===== src/rtl/multi_channel_clock_generator.sv =====
// N_CH-channel programmable divided-clock / tick generator with double-buffered period and high-time.
// Optional phase-alignment input SYNC is built only when CLKGEN_SYNC_START_EN is defined.
module multi_channel_clock_generator #(
  parameter int N_CH  = 4,
  parameter int WIDTH = 32
) (
  input  logic                  CLOCK,
  input  logic                  RESET_N,
  input  logic [N_CH-1:0]       ENABLE,
  input  logic [N_CH-1:0]       LOAD,
  input  logic [N_CH*WIDTH-1:0] PERIOD,
  input  logic [N_CH*WIDTH-1:0] HIGH_TIME,
`ifdef CLKGEN_SYNC_START_EN
  input  logic                  SYNC,
`endif
  output logic [N_CH-1:0]       CLK_OUT,
  output logic [N_CH-1:0]       TICK,
  output logic [N_CH-1:0]       PENDING
);

  // state | meaning
  // IDLE  | counter held at 0, outputs low; waits for ENABLE with active period >= 2
  // RUN   | counter cycles 0..P-1; CLK_OUT = counter < H, TICK = counter == 0
  localparam logic [0:0] ST_IDLE = 1'b0;
  localparam logic [0:0] ST_RUN  = 1'b1;

  localparam logic [WIDTH-1:0] MIN_PERIOD = WIDTH'(2);

  logic sync_s;

`ifdef CLKGEN_SYNC_START_EN
  assign sync_s = SYNC;
`else
  assign sync_s = 1'b0;
`endif

  for (genvar i = 0; i < N_CH; i++) begin : g_ch
    logic [0:0]       state_q, state_d;
    logic [WIDTH-1:0] cnt_q, cnt_d;
    logic [WIDTH-1:0] per_q, per_d, hi_q, hi_d;
    logic [WIDTH-1:0] sh_per_q, sh_per_d, sh_hi_q, sh_hi_d;
    logic             pend_q, pend_d, clk_q, clk_d, tick_q, tick_d;
    logic [WIDTH-1:0] per_in, hi_in, per_new, hi_new;
    logic             wrap, apply;

    assign per_in = PERIOD[i*WIDTH +: WIDTH];
    assign hi_in  = HIGH_TIME[i*WIDTH +: WIDTH];

    always_comb begin
      // Newest setting: a same-edge LOAD beats the shadow, which beats the active value.
      per_new = per_q;
      hi_new  = hi_q;
      if (LOAD[i]) begin
        per_new = per_in;
        hi_new  = hi_in;
      end else if (pend_q) begin
        per_new = sh_per_q;
        hi_new  = sh_hi_q;
      end

      wrap  = (state_q == ST_RUN) && (cnt_q >= per_q - WIDTH'(1));
      // Settings may change whenever the current period is not being continued.
      apply = (state_q == ST_IDLE) || !ENABLE[i] || wrap || sync_s;

      sh_per_d = LOAD[i] ? per_in : sh_per_q;
      sh_hi_d  = LOAD[i] ? hi_in  : sh_hi_q;
      per_d    = apply ? per_new : per_q;
      hi_d     = apply ? hi_new  : hi_q;
      pend_d   = apply ? 1'b0 : (pend_q | LOAD[i]);

      state_d = (ENABLE[i] && (per_d >= MIN_PERIOD)) ? ST_RUN : ST_IDLE;

      cnt_d = '0;
      if ((state_d == ST_RUN) && (state_q == ST_RUN) && !wrap && !sync_s) begin
        cnt_d = cnt_q + WIDTH'(1);
      end

      clk_d  = (state_d == ST_RUN) && (cnt_d < hi_d);
      tick_d = (state_d == ST_RUN) && (cnt_d == '0);
    end

    always_ff @(posedge CLOCK or negedge RESET_N) begin
      if (!RESET_N) begin
        state_q  <= ST_IDLE;
        cnt_q    <= '0;
        per_q    <= '0;
        hi_q     <= '0;
        sh_per_q <= '0;
        sh_hi_q  <= '0;
        pend_q   <= 1'b0;
        clk_q    <= 1'b0;
        tick_q   <= 1'b0;
      end else begin
        state_q  <= state_d;
        cnt_q    <= cnt_d;
        per_q    <= per_d;
        hi_q     <= hi_d;
        sh_per_q <= sh_per_d;
        sh_hi_q  <= sh_hi_d;
        pend_q   <= pend_d;
        clk_q    <= clk_d;
        tick_q   <= tick_d;
      end
    end

    assign CLK_OUT[i] = clk_q;
    assign TICK[i]    = tick_q;
    assign PENDING[i] = pend_q;
  end

endmodule


===== config.mk =====
export PLATFORM = sky130hd
export DESIGN_NAME = multi_channel_clock_generator
export DESIGN_NICKNAME = d
export VERILOG_FILES = /design/src/rtl/multi_channel_clock_generator.sv
export SDC_FILE = /design/constraint.sdc
export NUM_CORES = 2
export LEC_CHECK = 0
export CORE_ASPECT_RATIO = 1.1
export CORE_MARGIN = 3
export CORE_UTILIZATION = 45
export CTS_BUF_LIST = sky130_fd_sc_hd__clkbuf_8
export DETAILED_ROUTE_END_ITERATION = 10
export GPL_TIMING_DRIVEN = 0
export HOLD_SLACK_MARGIN = 0.05
export SETUP_SLACK_MARGIN = 0.02
export SLEW_MARGIN = 20
export SYNTH_ARGS = -nofsm -noshare
export SYNTH_HDL_FRONTEND = slang
export SYNTH_SLANG_ARGS = --single-unit

===== constraint.sdc =====
create_clock -name CLOCK -period 17.3 [get_ports CLOCK]
set_input_delay 3.46 -clock CLOCK [delete_from_list [all_inputs] [get_ports CLOCK]]
set_output_delay 3.46 -clock CLOCK [all_outputs]
set_load 0.02 [all_outputs]

==> impl_metrics.json <==
{
  "status": "complete, no violations",
  "synth_top_flop_cell": "dfrtp_1",
  "clkTransAtPathRegs_ns": 0.07,
  "synth_most_common_cell": "dfrtp_1",
  "setup_viol": 0,
  "htree_num_levels": 3,
  "synth_area_leaders": "dfrtp_1 (41%), ha_1 (8.1%), mux2_2 (7.1%)",
  "r2r-end": "g_ch[3].clk_q",
  "grt_pass1_wl_um": 201000,
  "cts_setup_buffers": 0,
  "synthTopCellsByCount": "dfrtp_1 (656), nand2_1 (321), nor2_1 (282), ha_1 (260), mux2_2 (252)",
  "start_kind": "input port",
  "yosys_warnings": 0,
  "skew_ns": 0.0411,
  "cp-end-kind": "flop",
  "drcViolationCount": 0,
  "fin_crit_ns": 8.11,
  "ff2ff_path_depth": 22,
  "crit_path_start": "ENABLE[3]",
  "cts_tree": "yes",
  "first_pass_iters": 5,
  "synth_top_cell_area_share_pct": 40.9,
  "drv_slew": 0,
  "area_growth_syn_to_layout_pct": 17.2,
  "async_flop_share_pct": 100,
  "final_nets": 5097,
  "vias_per_cell": 6.02,
  "top_level_ports": 278,
  "clock_latency_ns": 0.78,
  "syn-num-nets": 4693,
  "wl_um": 127000,
  "grt_pass1_vias": 34800,
  "ys_ff_latch": 656,
  "synth_edf_count": 0,
  "cts_sinks": 656,
  "coreArea_um2": 88100,
  "postRouteAntennaNets": 0,
  "antenna_found_initial": 7,
  "ys_types": 75,
  "cp.arrival_ns": 8.77,
  "port_buffers": 277,
  "hold_slack_ns": 0.508,
  "layout_worst_path_cycle_share_pct": 46.9,
  "avgSynthCellArea_um2": 9.64,
  "fp-row-count": 114,
  "hold_end": "g_ch[1].sh_per_q[21]",
  "final.fill_count": 8193,
  "finalHoldViolCount": 0,
  "drtIter0Drc": 2718,
  "numCtsBuffers": 117,
  "leakage_nw": 19.2,
  "cts_resized": 0,
  "multi_input_area_um2": 22500,
  "place.gp.congestion": 0.893,
  "min-delay-start": "g_ch[1].sh_per_q[21]",
  "vias": 35000,
  "hp-class": "flop to flop",
  "synth-seq-area-share_pct": 40.9,
  "clock.fmax_mhz": 123,
  "initial_core_util_pct": 45.5,
  "die_x_um": 291,
  "worst_pin_slew_ns": 1.01,
  "dieHeight_um": 319,
  "synth.cell_area_um2": 40100,
  "grt_overflow": 0,
  "ir_drop_uv": 58.1,
  "holdPathStages": 1,
  "synth_area_leader_cell": "dfrtp_1",
  "grt_start_max_net_pins": 94,
  "drive_gt1_share_pct": 10.2,
  "gr-usage-all-layers_pct": 26.9,
  "netlist_instances": 4167,
  "dp_hpwl_um": 94900,
  "cp_max_fo": 10,
  "cts_root_buf": "clkbuf_8",
  "criticalPathCategory": "input port to flop",
  "postCtsHoldBufs": 0,
  "maxCapViolations": 0,
  "placed_cells": 5612,
  "utilization_pct": 53.4,
  "wl_per_cell_um": 21.8,
  "max-slew-margin-rel_pct": 32.7,
  "seqCellArea_um2": 16400,
  "r2r_start": "g_ch[3].per_q[5]",
  "reg2reg_slack_ns": 9.61,
  "fin_setup_tns_ns": 0,
  "clockBufferDepth": 3,
  "cp.required_ns": 17.96,
  "rsz0062_at_grt": "false",
  "dieArea_um2": 92800,
  "stdcell_count": 5821,
  "power_density_nw_per_um2": 87.5
}
-- cell families (layout without fill, tap and decap cells) --
logic type | Yosys count | count (layout) | synth area share [%]
xor+xnor | 247 | 247 | 5.39
fa+ha+maj | 260 | 260 | 8.10
other cells | 0 | 3 | 0
compound gates | 982 | 982 | 16.9
buf+inv | 319 | 810 | 3.10
simple gates | 1423 | 1423 | 17.9
mux | 280 | 280 | 7.77
flops | 656 | 656 | 40.9
-- placed cells by master (no fill, tap or decap), types with 20 or more instances in the layout --
cell type | synthesis | routed
a21o_1 | 37 | 37
a21oi_1 | 242 | 242
a221o_1 | 123 | 123
a221oi_1 | 125 | 125
a22oi_1 | 120 | 120
and3_1 | 41 | 41
buf_1 | 27 | 27
clkbuf_1 | 221 | 221
clkbuf_8 | 0 | 150
clkdlybuf4s50_1 | 0 | 276
dfrtp_1 | 656 | 656
ha_1 | 260 | 260
inv_1 | 56 | 94
mux2_2 | 252 | 252
mux2i_1 | 28 | 28
nand2_1 | 321 | 321
nand2b_1 | 138 | 138
nand3_1 | 209 | 209
nand4_1 | 91 | 91
nor2_1 | 282 | 282
nor2b_1 | 24 | 24
nor3_1 | 104 | 103
nor4_1 | 100 | 97
o21ai_0 | 204 | 204
or4_1 | 20 | 20
xnor2_1 | 143 | 143
xor2_1 | 104 | 104
-- layer usage --
layer  up-vias  global-route usage [%]  wire [µm]
li1      16400                       -          -
met1     17300                    38.1      58100
met2      1166                    42.5      58200
met3       188                    4.27       7780
met4         2                    7.99       2980
met5         -                       0         13
-- worst max-delay path by stage --
stage	depth (start not counted)	slack, ns	end
after global routing	15	9.02	g_ch[3].clk_q
after CTS	15	9.27	g_ch[3].clk_q
after floorplan	14	10.68	g_ch[3].clk_q
after detailed placement	15	8.40	g_ch[3].clk_q
after global placement	1	-18.16	g_ch[3].sh_hi_q[17]
final	15	9.19	g_ch[3].clk_q
-- final cells by class --
| cell class | count | share of cell area, % |
|---|---|---|
| diodes | 3 | 0.0160 |
| plain buffers | 263 | 2.20 |
| clock buffers | 150 | 4.39 |
| clock inverters | 56 | 0.782 |
| inverters | 56 | 0.447 |
| multi-input cells | 3192 | 47.8 |
| flip-flops and latches | 656 | 34.9 |
| well taps | 1160 | 3.08 |
| repair buffers | 285 | 6.37 |
-- metrics by stage --
stage                     power [mW]  worst slack, ns  instance area, µm²
after floorplan                 2.28            10.68               40100
after global placement          2.59           -18.16               44400
after detailed placement        2.61             8.40               44600
after CTS                       4.15             9.27               47000
after global routing            4.32             9.02               47100
final                           4.12             9.19               47100
-- flip-flops by register name (all words and copies together), names as in the netlist, 128 cells and up --
| name | count |
|---|---|
| g_ch.per_q | 128 |
| g_ch.sh_hi_q | 128 |
| g_ch.sh_per_q | 128 |
| g_ch.cnt_q | 128 |
| g_ch.hi_q | 128 |
-- report_power, final --
group	total (mW)	switching, mW	internal [mW]	leakage, nW
sequential	1.83	0.145	1.68	8.10
clock	1.53	0.697	0.832	1.39
combinational	0.761	0.419	0.341	9.72
total	4.12	1.26	2.86	19.2
-- worst max-delay path, stage by stage --
cell,delay [ns]
clkdlybuf4s50_1,0.59
nand2_1,0.10
nor3_1,0.19
o31ai_1,0.15
nor2_1,0.72
clkbuf_1,0.57
clkbuf_1,0.59
a221oi_1,0.23
ha_1,0.35
nand3_1,0.09
nor3_1,0.31
and3_1,0.24
nand4_1,0.18
or4b_2,0.71
o211a_1,0.25
Power figures use the tool's default switching activity.
